<file path="src/rtl/skid_reg.sv">
// Two-entry elastic register slice for a valid/ready pipeline link.
// Both the forward (nxt_*) and backward (prv_ready) paths leave this block straight from flops.
module skid_reg #(
   parameter int WIDTH = 1
) (
   input  logic             clk,
   input  logic             rst,
   input  logic             flush,
   input  logic             prv_valid,
   output logic             prv_ready,
   input  logic [WIDTH-1:0] prv_data,
   output logic             nxt_valid,
   input  logic             nxt_ready,
   output logic [WIDTH-1:0] nxt_data,
   output logic [1:0]       occupancy
);

   // The encoding doubles as the occupancy count, so occupancy is a plain flop output.
   typedef enum logic [1:0] {
      ST_EMPTY = 2'd0,
      ST_BUSY  = 2'd1,
      ST_FULL  = 2'd2
   } state_t;

   state_t           state_r;
   state_t           state_nxt_s;
   logic [WIDTH-1:0] main_r;
   logic [WIDTH-1:0] skid_r;
   logic [WIDTH-1:0] main_nxt_s;
   logic [WIDTH-1:0] skid_nxt_s;
   logic             prv_ready_r;
   logic             in_fire_s;
   logic             out_fire_s;

   assign prv_ready  = prv_ready_r;
   assign nxt_valid  = (state_r != ST_EMPTY);
   assign nxt_data   = main_r;
   assign occupancy  = state_r;
   assign in_fire_s  = prv_valid && prv_ready_r;
   assign out_fire_s = nxt_valid && nxt_ready;

   // Next state and data selection for a normal (no reset, no flush) cycle.
   always_comb begin
      state_nxt_s = state_r;
      main_nxt_s  = main_r;
      skid_nxt_s  = skid_r;
      case (state_r)
         ST_EMPTY: begin
            if (in_fire_s) begin
               main_nxt_s  = prv_data;
               state_nxt_s = ST_BUSY;
            end else begin
               state_nxt_s = ST_EMPTY;
            end
         end
         ST_BUSY: begin
            if (in_fire_s && out_fire_s) begin
               main_nxt_s  = prv_data;
               state_nxt_s = ST_BUSY;
            end else if (in_fire_s) begin
               skid_nxt_s  = prv_data;
               state_nxt_s = ST_FULL;
            end else if (out_fire_s) begin
               state_nxt_s = ST_EMPTY;
            end else begin
               state_nxt_s = ST_BUSY;
            end
         end
         ST_FULL: begin
            // The skid entry is always the younger beat, so it moves forward on drain.
            if (out_fire_s) begin
               main_nxt_s  = skid_r;
               state_nxt_s = ST_BUSY;
            end else begin
               state_nxt_s = ST_FULL;
            end
         end
         default: begin
            state_nxt_s = ST_EMPTY;
         end
      endcase
   end

   // State, payload and registered ready flops; flush leaves the payload flops untouched.
   always_ff @(posedge clk) begin
      if (rst) begin
         state_r     <= ST_EMPTY;
         prv_ready_r <= 1'b1;
         main_r      <= {WIDTH{1'b0}};
         skid_r      <= {WIDTH{1'b0}};
      end else if (flush) begin
         state_r     <= ST_EMPTY;
         prv_ready_r <= 1'b1;
      end else begin
         state_r     <= state_nxt_s;
         prv_ready_r <= (state_nxt_s != ST_FULL);
         main_r      <= main_nxt_s;
         skid_r      <= skid_nxt_s;
      end
   end

   a_stall_stable: assert property (@(posedge clk) disable iff (rst)
      (nxt_valid && !nxt_ready && !flush) |=> (nxt_valid && $stable(nxt_data)));

   a_no_fire_full: assert property (@(posedge clk) disable iff (rst)
      !((state_r == ST_FULL) && in_fire_s));

   a_occ_legal: assert property (@(posedge clk) disable iff (rst)
      occupancy != 2'd3);

endmodule

</file>
<file path="config.mk">
export PLATFORM = sky130hd
export DESIGN_NAME = skid_reg
export DESIGN_NICKNAME = d
export VERILOG_FILES = /design/src/rtl/skid_reg.sv
export SDC_FILE = /design/constraint.sdc
export NUM_CORES = 1
export LEC_CHECK = 0
export CAP_MARGIN = 20
export CELL_PAD_IN_SITES_DETAIL_PLACEMENT = 0
export CELL_PAD_IN_SITES_GLOBAL_PLACEMENT = 2
export CORE_MARGIN = 2
export CORE_UTILIZATION = 21
export DETAILED_ROUTE_END_ITERATION = 12
export PLACE_DENSITY_LB_ADDON = 0.05
export SYNTH_ARGS = -nofsm -noshare
export SYNTH_HDL_FRONTEND = slang
export SYNTH_SLANG_ARGS = --single-unit
</file>
<file path="constraint.sdc">
create_clock -name clk -period 1.7 [get_ports clk]
set_input_delay 0.17 -clock clk [delete_from_list [all_inputs] [get_ports clk]]
set_output_delay 0.17 -clock clk [all_outputs]
set_load 0.05 [all_outputs]
</file>
==> metrics.csv, run 1 <==
metric,value,unit
grtUsageMet2,11.51,%
num_vias,264,
synth_top_flop_cell,dfxtp_1,
die_y,40.53,um
critPathKind,reg2reg,
maxSlewHeadroom,66.76,%
setup_violations,0,
cp_max_fo,7,
synth_cell_types,19,
whs_path_depth,2,
numPortBuffers,10,
grt_util_all_layers,8.267,%
avgViaCountPerCell,4.125,
dieWidth,40.53,um
yosys_warnings,0,
final_antenna_net_count,0,
grt_max_degree,9,
hold_viol_final,0,
tns,0,ns
required,1.82,ns
drv_cap,0,
cts_buffers,3,
final_cell_mix,"9 x clkdlybuf4s50_1, 4 x nand2_1, 3 x nand2b_1, 3 x clkbuf_4, 3 x buf_4",
hold_class,reg2reg,
postCtsSetupRepairBufs,0,
dpl_worst_slack,-0.008011,ns
grt_setup_unrepaired,no,
seq_area_frac_synth,35.71,%
row_count,13,
min_to,nxt_data,
fmax,629.8,MHz
drt_pre_antenna_iters,3,
io_pins,11,
wl_per_cell,9.234,um
root_buffer,clkbuf_4,
clkSinkCount,5,
drt_iter0_drc,3,
multi_input_area,201.4,um^2
synth_seq_cells,5,
core_region_area,1269,um^2
start_util,22.09,%
timing.rr.end,skid_r,
leakage,0.1926,nW
clock_tree.buffer_depth,2,
fin_nets,58,
outcome,completed,
fin_crit_sh,93.41,%
diodes,0,
regArea,108.9,um^2
setup_ws,0.1121,ns
num-fill-cells,134,
rr_startpoint,occupancy[0],
dieArea,1643,um^2
grtUsageMet3,1.667,%
grt_use_met1,10.42,%
final.min_clock_period,1.588,ns
critPathCaptureType,register,
htreeDepth,1,
arrival,1.71,ns
peakVddDrop,0.3600,mV
gr-total-overflow,0,
finalPower,333.2,uW
maxSlewViolCount,0,
antenna_found_initial,0,
top_usage_layer,met2,
syn_avg_cell_area,8.758,um^2
dp.cells,60,
mostFrequentLayoutCell,clkdlybuf4s50_1,
syn_nets,40,
grt_pass1_vias,225,
worst_setup_path_start_kind,register,
reg2reg_slack,0.11,ns
async_flop_share,0,%
syn_inst,32,
wl,591,um
path_clk_slew,0.04,ns
clock_latency,0.23,ns
worstMarginPinSlew,0.4971,ns
synth_edf_count,0,
tritoncts,yes,
routabilityCongestion,0.6114,
reg2reg_depth,6,
fin_cells,64,
syn_to_final_growth,74.11,%
skew,0.001274,ns
drive_gt1_share,32.65,%
dpl.hpwl,530.6,um
min_from,nxt_data,
powerDensity,682.7,nW/um^2
final_util,38.46,%
drc,0,
grt_pass1_wl,862,um
netlist_area,280.3,um^2
[where the power goes]
group | internal [mW] | switching [mW] | leakage (nW)
Sequential | 0.120 | 0.00403 | 0.0417
Clock | 0.0883 | 0.0417 | 0.0150
Combinational | 0.0367 | 0.0424 | 0.136
[critical path: stages (launching register included)]
cell	delay, ns
dfxtp_4	0.36
or2_4	0.25
and2_4	0.15
ha_4	0.16
nor4_4	0.27
mux2i_1	0.23
nor2_1	0.05
[what timing repair did]
action | CTS | global route
endpoints found under the hold margin | 0 | 0
hold buffers | 0 | 0
endpoints found under the setup margin | 1 | 0
resized for setup | 1 | 0
[cells by family (layout without fill, tap and decap cells)]
family	Yosys count	count (layout)	synth area share [%]
simple gates	15	15	29.47
fa+ha+maj	2	2	8.927
mux	2	2	7.143
compound gates	5	5	14.73
flops	5	5	35.72
buf+inv	3	20	4.018
[flip-flops by register name, indices dropped and copies added (netlist names)]
name       count
occupancy      2
nxt_data       1
skid_r         1
prv_ready      1
[stage by stage]
stage | hold slack (ns) | area (um^2)
detailed placement | 0.4996 | 462.9
finish | 0.5062 | 488.0
CTS | 0.5100 | 488.0
global route | 0.5366 | 488.0
floorplan | 0.2364 | 321.6
global placement | 0.4826 | 462.9
[layout make-up]
type                            count  area share (%)
Sequential cell                     5           22.31
Inverter                            3           2.308
Multi-Input combinational cell     24           41.28
Timing Repair Buffer               13           24.87
Tap cell                           15           3.846
Clock buffer                        4           5.385
[per-layer routing]
layer | share of wire [%] | wire [um]
met4 | 0 | 0
met3 | 4.4 | 26
met1 | 47 | 277
met2 | 49 | 287
met5 | 0 | 0
[cells in the mapped netlist (2+ instances only)]
cell | count | area, um^2
dfxtp_1 | 5 | 100.1
nand2_1 | 4 | 15.01
nand2b_1 | 3 | 18.77
ha_1 | 2 | 25.02
inv_1 | 2 | 7.510
mux2i_1 | 2 | 20.02
nor2_1 | 2 | 7.510
[worst max-delay path by stage]
stage	to	slack, ns	start	cells past startpoint
floorplan	nxt_data	-0.002	occupancy[0]	7
global placement	nxt_data	0.0005	nxt_ready	7
detailed placement	nxt_data	-0.008	nxt_ready	7
CTS	skid_r	0.10	occupancy[0]	6
global route	skid_r	0.06	occupancy[0]	6
finish	skid_r	0.11	occupancy[0]	6
(Power assumes the default switching activity.)
==> run 2, diff against run 1 <==
- CORE_MARGIN: 2 -> not set
- SKIP_CTS_REPAIR_TIMING: not set -> 1
==> metrics.csv, run 2 (synthesis results as in run 1) <==
metric,value,unit
outcome,completed,
core_region_area,1171,um^2
dp.cells,59,
cp_max_fo,8,
clkSinkCount,5,
powerDensity,686.0,nW/um^2
htreeDepth,1,
largest_reg_flops,2,
clock_tree.buffer_depth,2,
hold_viol_final,0,
cp_cell_sequence,clkdlybuf4s50_1,
start_util,23.93,%
hold_class,reg2reg,
fmax,632.1,MHz
grt_max_degree,9,
leakage,0.2047,nW
diodes,0,
placed_cell_area,461.7,um^2
grt_setup_unrepaired,no,
worst_setup_path_start_kind,register,
drt_pre_antenna_iters,4,
numPortBuffers,10,
p_int,245.9,uW
avgViaCountPerCell,4.476,
critPathKind,reg2out,
maxSlewViolCount,0,
final_util,41.88,%
setup_violations,0,
worstMarginPinSlew,0.4997,ns
pwr-share-clk,39.2,%
dieWidth,38.53,um
grt_pass1_vias,283,
drt_iter0_drc,5,
critPathCaptureType,output pin,
grt_util_all_layers,10.94,%
path_buf_inv,1,
p_comb_share,23.9,%
gr-total-overflow,0,
path_clk_slew,0.04,ns
skew,0.001929,ns
crit_path_start,occupancy[1],
wl_per_cell,9.889,um
root_buffer,clkbuf_4,
routabilityCongestion,0.6371,
grt_pass1_wl,1062,um
cts_buffers,3,
power_switching,90.57,uW
arrival,1.41,ns
rr_startpoint,occupancy[0],
hold-worst-slack,0.4850,ns
wl,623,um
final_cell_mix,"9 x clkdlybuf4s50_1, 4 x nand2_1, 3 x nand2b_1, 3 x clkbuf_4, 3 x buf_4",
io_pins,11,
antenna_found_initial,0,
maxSlewHeadroom,66.58,%
num_vias,282,
fin_crit_sh,93.06,%
dpl.hpwl,527.1,um
postLayoutCellArea,490.5,um^2
fin_nets,58,
drive_gt1_share,32.65,%
final_antenna_net_count,0,
crit_slowest_cell,clkdlybuf4s50_1,
row_count,12,
swShare,26.92,%
drv_cap,0,
crit_path_max_incr_delay,0.80,ns
dieArea,1485,um^2
syn_to_final_growth,75.00,%
fin_cells,63,
seqPwrFrac,36.9,%
required,1.53,ns
tritoncts,yes,
clock_latency,0.23,ns
mostFrequentLayoutCell,clkdlybuf4s50_1,
final.min_clock_period,1.582,ns
die_y,38.53,um
cp_top_family,buffers and inverters,
min_from,skid_r,
drc,0,
peakVddDrop,0.3669,mV
-- run 2: cell count changes in the layout (fill, tap and decap cells not counted) --
cell	change
dlygate4sd2_1	-1
dlymetal6s2s_1	+1
-- run 2: worst register-to-register path: stages (launching register included) --
cell and delay [ns]:
dfxtp_4 0.36, or2_4 0.25, and2_4 0.15, ha_4 0.16, nor4_4 0.27, mux2i_1 0.21
nor2_1 0.05
-- run 2: area by class of cell --
cell class | count | area, um^2
Fill cell | 118 | 680.7
Multi-Input combinational cell | 24 | 201.4
Timing Repair Buffer | 13 | 125.1
Sequential cell | 5 | 108.9
Clock buffer | 4 | 26.28
Tap cell | 14 | 17.52
Inverter | 3 | 11.26
-- run 2: layer usage --
layer | vias up | global-route usage [%] | wire length [um] | share of wire (%)
li1 | 147 | - | - | -
met1 | 129 | 11.62 | 277 | 44
met2 | 6 | 17.92 | 317 | 51
met3 | 0 | 3.488 | 28 | 4.5
met4 | 0 | 7.759 | 0 | 0
met5 | - | 0 | 0 | 0
-- run 2: worst paths after layout --
check | to | slack [ns] | depth (start not counted)
max | occupancy[1] | 0.12 | 1
min | skid_r | 0.49 | 2
max reg2reg | skid_r | 0.14 | 6
min reg2reg | skid_r | 0.49 | 2
-- run 2: per-stage QoR --
| step | power (mW) | setup TNS (ns) | setup slack [ns] |
|---|---|---|---|
| finish | 0.3365 | 0 | 0.1180 |
| global route | 0.3600 | 0 | 0.008167 |
| CTS | 0.3466 | -0.02212 | -0.02212 |
| detailed placement | 0.2073 | 0 | 0.01375 |
| global placement | 0.2071 | 0 | 0.03052 |
| floorplan | 0.1713 | -0.001694 | -0.001694 |
-- run 2: power by group through the flow --
| stage | logic, mW | registers (mW) | clock network, mW |
|---|---|---|---|
| 3_5_place_dp | 0.0810 | 0.126 | 0 |
| 3_3_place_gp | 0.0809 | 0.126 | 0 |
| 6_report | 0.0803 | 0.124 | 0.132 |
| 2_1_floorplan | 0.0330 | 0.138 | 0 |
| 5_1_grt | 0.0880 | 0.125 | 0.147 |
| 4_1_cts | 0.0814 | 0.124 | 0.141 |
